`config.mk`:
```
export PLATFORM = sky130hd
export DESIGN_NAME = one_wire_tx_flat
export DESIGN_NICKNAME = d
export VERILOG_FILES = /design/src/rtl/one_wire_tx_if.sv /design/src/rtl/one_wire_tx.sv /design/src/flat_wrapper.sv
export SDC_FILE = /design/constraint.sdc
export NUM_CORES = 1
export LEC_CHECK = 0
export BUFFER_PORTS_ARGS = -buffer_cell sky130_fd_sc_hd__buf_2
export CORE_MARGIN = 2
export CORE_UTILIZATION = 29
export DETAILED_ROUTE_END_ITERATION = 7
export MAX_ROUTING_LAYER = met4
export PLACE_DENSITY_LB_ADDON = 0.08
export SYNTH_ARGS = -nofsm -noshare
export SYNTH_HDL_FRONTEND = slang
export SYNTH_SLANG_ARGS = --single-unit
```
`constraint.sdc`:
```
create_clock -name clk_i -period 9.1 [get_ports clk_i]
set_input_delay 0.455 -clock clk_i [delete_from_list [all_inputs] [get_ports clk_i]]
set_output_delay 0.455 -clock clk_i [all_outputs]
set_load 0.1 [all_outputs]
```
`src/rtl/one_wire_tx_if.sv`:
```
// one_wire_tx_if: buffer-read, one-wire bus and status signals of the one-wire transmit engine.
interface one_wire_tx_if;
  logic       start;
  logic [5:0] byte_count;
  logic [4:0] read_address;
  logic       read_en;
  logic [7:0] data_in;
  logic       data_dv;
  logic       ow_in;
  logic       ow_drive_low;
  logic       busy;
  logic       done;
  logic       presence;
  logic       error;
  modport master (
    output start, byte_count, data_in, data_dv, ow_in,
    input  read_address, read_en, ow_drive_low, busy, done, presence, error
  );
  modport slave (
    input  start, byte_count, data_in, data_dv, ow_in,
    output read_address, read_en, ow_drive_low, busy, done, presence, error
  );
endinterface

```
`src/rtl/one_wire_tx.sv`:
```
// one_wire_tx: drains the one-wire byte buffer as reset/presence plus LSB-first write slots.
// Define ONE_WIRE_TX_PRESENCE_EN to sample presence and abort the transfer when no device answers.
module one_wire_tx #(
  parameter int CLKS_PER_US   = 50,
  parameter int FETCH_TIMEOUT = 15
) (
  input logic          clk_i,
  input logic          reset_ni,
  one_wire_tx_if.slave bus
);
  localparam int CW = $clog2(CLKS_PER_US + 1);
  localparam int FW = $clog2(FETCH_TIMEOUT + 1);
  localparam logic [2:0] S_IDLE     = 3'd0;
  localparam logic [2:0] S_RST_LOW  = 3'd1;
  localparam logic [2:0] S_RST_WAIT = 3'd2;
  localparam logic [2:0] S_RST_REC  = 3'd3;
  localparam logic [2:0] S_FETCH    = 3'd4;
  localparam logic [2:0] S_BIT_LOW  = 3'd5;
  localparam logic [2:0] S_BIT_REC  = 3'd6;
  localparam logic [2:0] S_DONE     = 3'd7;

  logic [2:0]    state_q, state_d;
  logic [CW-1:0] cyc_q, cyc_d;
  logic [8:0]    us_q, us_d, dur;
  logic [FW-1:0] fcnt_q, fcnt_d;
  logic [5:0]    count_q, count_d;
  logic [4:0]    addr_q, addr_d;
  logic [7:0]    data_q, data_d;
  logic [2:0]    bit_q, bit_d;
  logic          busy_q, busy_d, error_q, error_d;
  logic          tick, last, bit_val, entering;
`ifdef ONE_WIRE_TX_PRESENCE_EN
  logic [1:0]    ow_sync_q;
  logic          presence_q, presence_d;
`endif

  assign tick    = cyc_q == CW'(CLKS_PER_US - 1);
  assign bit_val = data_q[bit_q];
  assign dur = state_q == S_RST_LOW  ? 9'd480 :
               state_q == S_RST_WAIT ? 9'd70  :
               state_q == S_RST_REC  ? 9'd410 :
               state_q == S_BIT_LOW  ? (bit_val ? 9'd6 : 9'd60) :
                                       (bit_val ? 9'd64 : 9'd10);
  assign last     = tick && (us_q == dur - 9'd1);
  assign entering = state_d != state_q;

  always_comb begin
    state_d = state_q;
    count_d = count_q;
    addr_d  = addr_q;
    data_d  = data_q;
    bit_d   = bit_q;
    busy_d  = busy_q;
    error_d = error_q;
`ifdef ONE_WIRE_TX_PRESENCE_EN
    presence_d = presence_q;
`endif
    case (state_q)
      S_IDLE: if (bus.start) begin
        count_d = bus.byte_count > 6'd32 ? 6'd32 : bus.byte_count;
        error_d = 1'b0;
        busy_d  = 1'b1;
        state_d = S_RST_LOW;
`ifdef ONE_WIRE_TX_PRESENCE_EN
        presence_d = 1'b0;
`endif
      end
      S_RST_LOW: if (last) state_d = S_RST_WAIT;
      S_RST_WAIT: if (last) begin
`ifdef ONE_WIRE_TX_PRESENCE_EN
        presence_d = ~ow_sync_q[1];
`endif
        state_d = S_RST_REC;
      end
      S_RST_REC: if (last) begin
        addr_d  = '0;
        state_d = count_q == 6'd0 ? S_DONE : S_FETCH;
`ifdef ONE_WIRE_TX_PRESENCE_EN
        if (!presence_q) begin
          error_d = 1'b1;
          state_d = S_DONE;
        end
`endif
      end
      S_FETCH: if (bus.data_dv) begin
        data_d  = bus.data_in;
        bit_d   = 3'd0;
        state_d = S_BIT_LOW;
      end else if (fcnt_q == FW'(FETCH_TIMEOUT - 1)) begin
        error_d = 1'b1;
        state_d = S_DONE;
      end
      S_BIT_LOW: if (last) state_d = S_BIT_REC;
      S_BIT_REC: if (last) begin
        bit_d   = bit_q + 3'd1;
        state_d = S_BIT_LOW;
        if (bit_q == 3'd7) begin
          addr_d  = addr_q + 5'd1;
          state_d = ({1'b0, addr_q} + 6'd1 == count_q) ? S_DONE : S_FETCH;
        end
      end
      default: begin
        busy_d  = 1'b0;
        state_d = S_IDLE;
      end
    endcase
  end

  // Timebase restarts on every state change so each phase length is an exact µs multiple.
  assign cyc_d  = (state_q == S_IDLE || entering || tick) ? '0 : cyc_q + CW'(1);
  assign us_d   = (state_q == S_IDLE || entering) ? '0 : tick ? us_q + 9'd1 : us_q;
  assign fcnt_d = (state_q != S_FETCH || entering) ? '0 : fcnt_q + FW'(1);

  always_ff @(posedge clk_i or negedge reset_ni) begin
    if (!reset_ni) begin
      state_q <= S_IDLE;
      cyc_q   <= '0;
      us_q    <= '0;
      fcnt_q  <= '0;
      count_q <= '0;
      addr_q  <= '0;
      data_q  <= '0;
      bit_q   <= '0;
      busy_q  <= 1'b0;
      error_q <= 1'b0;
    end else begin
      state_q <= state_d;
      cyc_q   <= cyc_d;
      us_q    <= us_d;
      fcnt_q  <= fcnt_d;
      count_q <= count_d;
      addr_q  <= addr_d;
      data_q  <= data_d;
      bit_q   <= bit_d;
      busy_q  <= busy_d;
      error_q <= error_d;
    end
  end

`ifdef ONE_WIRE_TX_PRESENCE_EN
  always_ff @(posedge clk_i or negedge reset_ni) begin
    if (!reset_ni) begin
      ow_sync_q  <= 2'b11;
      presence_q <= 1'b0;
    end else begin
      ow_sync_q  <= {ow_sync_q[0], bus.ow_in};
      presence_q <= presence_d;
    end
  end
  assign bus.presence = presence_q;
`else
  assign bus.presence = 1'b0;
`endif

  assign bus.read_address = addr_q;
  assign bus.read_en      = state_q == S_FETCH;
  assign bus.ow_drive_low = state_q == S_RST_LOW || state_q == S_BIT_LOW;
  assign bus.busy         = busy_q;
  assign bus.done         = state_q == S_DONE;
  assign bus.error        = error_q;
endmodule

```
`src/flat_wrapper.sv`:
```
// flat-port wrapper written by rule: the top's interface ports become plain ports
module one_wire_tx_flat 
#(
  parameter int CLKS_PER_US   = 50,
  parameter int FETCH_TIMEOUT = 15
)
  (clk_i, reset_ni, bus_start, bus_byte_count, bus_data_in, bus_data_dv, bus_ow_in, bus_read_address, bus_read_en, bus_ow_drive_low, bus_busy, bus_done, bus_presence, bus_error);
  one_wire_tx_if bus_i ();
  input logic clk_i;
  input logic reset_ni;
  input wire logic [$bits(bus_i.start)-1:0] bus_start;
  input wire logic [$bits(bus_i.byte_count)-1:0] bus_byte_count;
  input wire logic [$bits(bus_i.data_in)-1:0] bus_data_in;
  input wire logic [$bits(bus_i.data_dv)-1:0] bus_data_dv;
  input wire logic [$bits(bus_i.ow_in)-1:0] bus_ow_in;
  output wire logic [$bits(bus_i.read_address)-1:0] bus_read_address;
  output wire logic [$bits(bus_i.read_en)-1:0] bus_read_en;
  output wire logic [$bits(bus_i.ow_drive_low)-1:0] bus_ow_drive_low;
  output wire logic [$bits(bus_i.busy)-1:0] bus_busy;
  output wire logic [$bits(bus_i.done)-1:0] bus_done;
  output wire logic [$bits(bus_i.presence)-1:0] bus_presence;
  output wire logic [$bits(bus_i.error)-1:0] bus_error;
  assign bus_i.start = bus_start;
  assign bus_i.byte_count = bus_byte_count;
  assign bus_i.data_in = bus_data_in;
  assign bus_i.data_dv = bus_data_dv;
  assign bus_i.ow_in = bus_ow_in;
  assign bus_read_address = bus_i.read_address;
  assign bus_read_en = bus_i.read_en;
  assign bus_ow_drive_low = bus_i.ow_drive_low;
  assign bus_busy = bus_i.busy;
  assign bus_done = bus_i.done;
  assign bus_presence = bus_i.presence;
  assign bus_error = bus_i.error;
  one_wire_tx #(.CLKS_PER_US(CLKS_PER_US), .FETCH_TIMEOUT(FETCH_TIMEOUT)) u_core (.clk_i(clk_i), .reset_ni(reset_ni), .bus(bus_i));
endmodule
```
==> flow_summary.toml <==
[grt]
global_route.usage.total_pct = 12.7
first_global_vias = 2139
largest_net_degree_at_the_start_of_global_routing = 47
global_route.overflow_total = 0
grt_pass1_wl_mm = 10.9
grt_antenna_before_repair = 0

[setup_path]
crit_family = "compound AO/OA/AOI/OAI gates"
critical_path.reg2reg.startpoint = "u_core.bit_q[0]$_DFFE_PN0P_"
cpMostUsedCell = "sky130_fd_sc_hd__ha_1"
timing.critical_path.fanout_max = 16
timing.critical_path.slowest_cell_delay_ps = 680
crit_type = "flip-flop to flip-flop"
path_cells = "mux2_4 -> a2bb2oi_2 -> and3_1 -> inv_1 -> ha_1 -> a21oi_1 -> ha_1 -> xnor2_1 -> and4b_1 -> o2111ai_1 -> a2111o_1 -> a21boi_2 -> nor3_1"
timing.reg2reg.setup_slack_ps = 4840
worstPathArrival_ps = 4410
timing.critical_path.slowest_stage_cell = "sky130_fd_sc_hd__a21boi_2"
timing.critical_path.from_type = "flip-flop"
crit-reg2reg-capture = "u_core.cyc_q[4]$_DFF_PN0_"
critical_path_required_ps = 9250
critical_path.endpoint_type = "flip-flop"
critical_path_depth = 13
critical_path.n_buffers_inverters = 1
worst_r2r_path_depth = 13

[logic_synthesis]
synthTopCellsByArea = "sky130_fd_sc_hd__dfrtp_1, sky130_fd_sc_hd__ha_1, sky130_fd_sc_hd__nor2_1, sky130_fd_sc_hd__xor2_1, sky130_fd_sc_hd__mux2_2"
synth.largest_area_cell = "sky130_fd_sc_hd__dfrtp_1"
yosys.cell_count.top_type = "sky130_fd_sc_hd__dfrtp_1"
postSynthNetCount = 355
synthesis.yosys.warnings = 0
post_synth.cell_area_avg_um2 = 8.94
post_synth_edffs = 0
netlist_top_cells_count = "sky130_fd_sc_hd__dfrtp_1, sky130_fd_sc_hd__nor2_1, sky130_fd_sc_hd__nand2_1, sky130_fd_sc_hd__o21ai_0, sky130_fd_sc_hd__nand3_1"
syn_area_um2 = 2910
postSynth.topFlopCell = "sky130_fd_sc_hd__dfrtp_1"
syn_inst = 325
synth.lib_cells_used.distinct = 56
ys_ff_latch = 46
sequential_area_share_after_synthesis_pct = 39.6
synth.top_cell.area_share_pct = 39.6
fraction_of_registers_with_async_set_or_reset_after_synthesis_pct = 100

[die]
chipHeight_um = 104
core_area_um2 = 9730
floorplan.die_area_um2 = 10800
start_util_pct = 29.9
boundaryPins = 30
die-width_um = 104
core.rowCount = 36

[final_layout]
num-nets-final = 372
n_antenna_cell = 0
final_util_pct = 33.1
signed_area_change_from_the_synthesized_netlist_to_the_final_layout_pct = 10.8
fraction_of_final_layout_cells_with_drive_strength_greater_than_1_pct = 14.9

[power]
irDropWorstVdd_v = 0.0000558
powerDensity_nw_per_um2 = 111
p_leak_uw = 0.00152

[clocking]
clk_latency_ps = 300
clock_tree_from_tritoncts = "done"
htree_num_levels = 2
cts.repair_timing.setup_buffer_count = 0
clock-sinks = 46
clk_pin_slew_ps = 90
cts_hold_repair.buffers = 0
post_cts.resized_instances = 0
clk_path_buf_depth = 2
total_clock_buffers_created_by_cts = 5
cts_root_buffer = "sky130_fd_sc_hd__clkbuf_8"

[timing]
max_freq_mhz = 235
timing.final.max_slew_violations = 0
timing.setup.tns_ps = 0
rsz0062_at_grt = "false"
hold_violations = 0
final_period_minus_worst_setup_slack_ps = 4260
setup_violations = 0
clock-skew-final_ps = 6.89
timing.max_slew.rel_slack_pct = 51.1
tightestPinTransition_ps = 731
final_min_period_over_clock_period_pct = 46.8

[drt]
post_route_drc_violation_count = 0
drtAntennaViolNets = 0
drt_iter0_markers = 89
num_vias = 2307
number_of_detailed_route_iterations_in_the_first_pass = 4
wire_length_per_cell_um = 13.7
post_drt_via_cell_ratio = 4.85
postRouteWirelength_mm = 6.50

[outcome]
outcome = "completed"

[hold_path]
min_path_type = "input port to asynchronous set/reset pin"

[placed_design]
io_buffers = 27
dpl.hpwl_mm = 4.77
gpl_congestion = 0.768

[run]
max_cap_viol_count = 0
[how the worst max path moves through the flow]
stage | start | endpoint | slack [ps]
floorplan | u_core.bit_q[0]$_DFFE_PN0P_ | u_core.state_q[0]$_DFF_PN0_ | 5680
global placement | u_core.bit_q[0]$_DFFE_PN0P_ | u_core.cyc_q[0]$_DFF_PN0_ | 4800
detailed placement | u_core.bit_q[0]$_DFFE_PN0P_ | u_core.cyc_q[4]$_DFF_PN0_ | 4800
CTS | u_core.bit_q[0]$_DFFE_PN0P_ | u_core.cyc_q[4]$_DFF_PN0_ | 4770
global route | u_core.bit_q[0]$_DFFE_PN0P_ | u_core.us_q[5]$_DFFE_PN0P_ | 4490
finish | u_core.bit_q[0]$_DFFE_PN0P_ | u_core.cyc_q[4]$_DFF_PN0_ | 4840
[cell type report]
type,count,area [um2]
Sequential cell,46,1150
Fill cell,1057,6510
Clock inverter,1,5.00
Multi-Input combinational cell,246,1610
Clock buffer,7,86.3
Inverter,15,56.3
Tap cell,133,166
Timing Repair Buffer,28,143
[routing by layer]
layer / part of all wire (%) / vias up / track usage (%)
met5: 0 / - / -
met4: 1.1 / 0 / 3.28
met3: 2.7 / 6 / 2.07
met2: 45 / 27 / 18.9
met1: 52 / 1104 / 18.1
li1: - / 1170 / -
[cells in the final DEF (no fill, tap or decap), types with 2 or more instances in the layout]
cell type	netlist	final
sky130_fd_sc_hd__or3_1	3	3
sky130_fd_sc_hd__ha_1	11	11
sky130_fd_sc_hd__nor2_1	35	35
sky130_fd_sc_hd__nand2_1	26	26
sky130_fd_sc_hd__a211o_1	3	3
sky130_fd_sc_hd__inv_1	14	14
sky130_fd_sc_hd__dfrtp_1	46	46
sky130_fd_sc_hd__and3_1	4	4
sky130_fd_sc_hd__clkbuf_8	0	6
sky130_fd_sc_hd__a31oi_1	2	2
sky130_fd_sc_hd__nand4b_1	3	3
sky130_fd_sc_hd__nor2b_1	4	4
sky130_fd_sc_hd__a311oi_1	2	2
sky130_fd_sc_hd__mux2_2	9	9
sky130_fd_sc_hd__a21oi_1	11	11
sky130_fd_sc_hd__buf_2	5	27
sky130_fd_sc_hd__nor4_1	2	2
sky130_fd_sc_hd__mux2i_1	6	6
sky130_fd_sc_hd__o2bb2ai_1	2	2
sky130_fd_sc_hd__xor2_1	13	13
sky130_fd_sc_hd__nand3_1	16	16
sky130_fd_sc_hd__a21o_1	4	4
sky130_fd_sc_hd__or2_1	3	3
sky130_fd_sc_hd__xnor2_1	11	11
sky130_fd_sc_hd__nand3b_1	2	2
sky130_fd_sc_hd__nand2b_1	11	11
sky130_fd_sc_hd__nor3_1	14	14
sky130_fd_sc_hd__o211a_1	2	2
sky130_fd_sc_hd__o21ai_0	19	19
sky130_fd_sc_hd__nand4_1	5	5
[metrics by stage]
step / hold WS, ps / setup slack (ps) / std cells / total power, uW / area, um2
floorplan: 159 / 5680 / 325 / 220 / 2910
global placement: 483 / 4800 / 468 / 231 / 3130
detailed placement: 482 / 4800 / 468 / 231 / 3130
CTS: 267 / 4770 / 476 / 366 / 3220
global route: 298 / 4490 / 476 / 377 / 3220
finish: 239 / 4840 / 476 / 358 / 3220
[cell families (layout without fill, tap and decap cells)]
logic type               after synthesis  in the layout  share of synthesized area, %
flip-flops                            46             46                          39.6
XOR/XNOR                              24             24                          7.23
buffers and inverters                 33             51                          4.86
AND/OR/NAND/NOR                      135            135                          23.5
adder cells (fa/ha/maj)               11             11                          4.74
multiplexers                          16             16                          6.07
other                                  1              1                         0.129
AO/OA/AOI/OAI                         59             59                          13.9
[sequential cells by signal, indices dropped and copies added, names as in the netlist, 3 cells and up]
name / count
u_core.bit_q: 3
u_core.bus.read_address: 5
u_core.state_q: 3
u_core.data_q: 8
u_core.fcnt_q: 4
u_core.cyc_q: 6
u_core.us_q: 9
u_core.count_q: 6
[power breakdown]
part	total [uW]	internal (uW)	switching, uW
sequential	206	205	1.23
clock	132	61.5	71.0
combinational	19.8	6.64	13.1
total	358	273	85.3
Note: power is estimated with default switching activity, not from simulation.
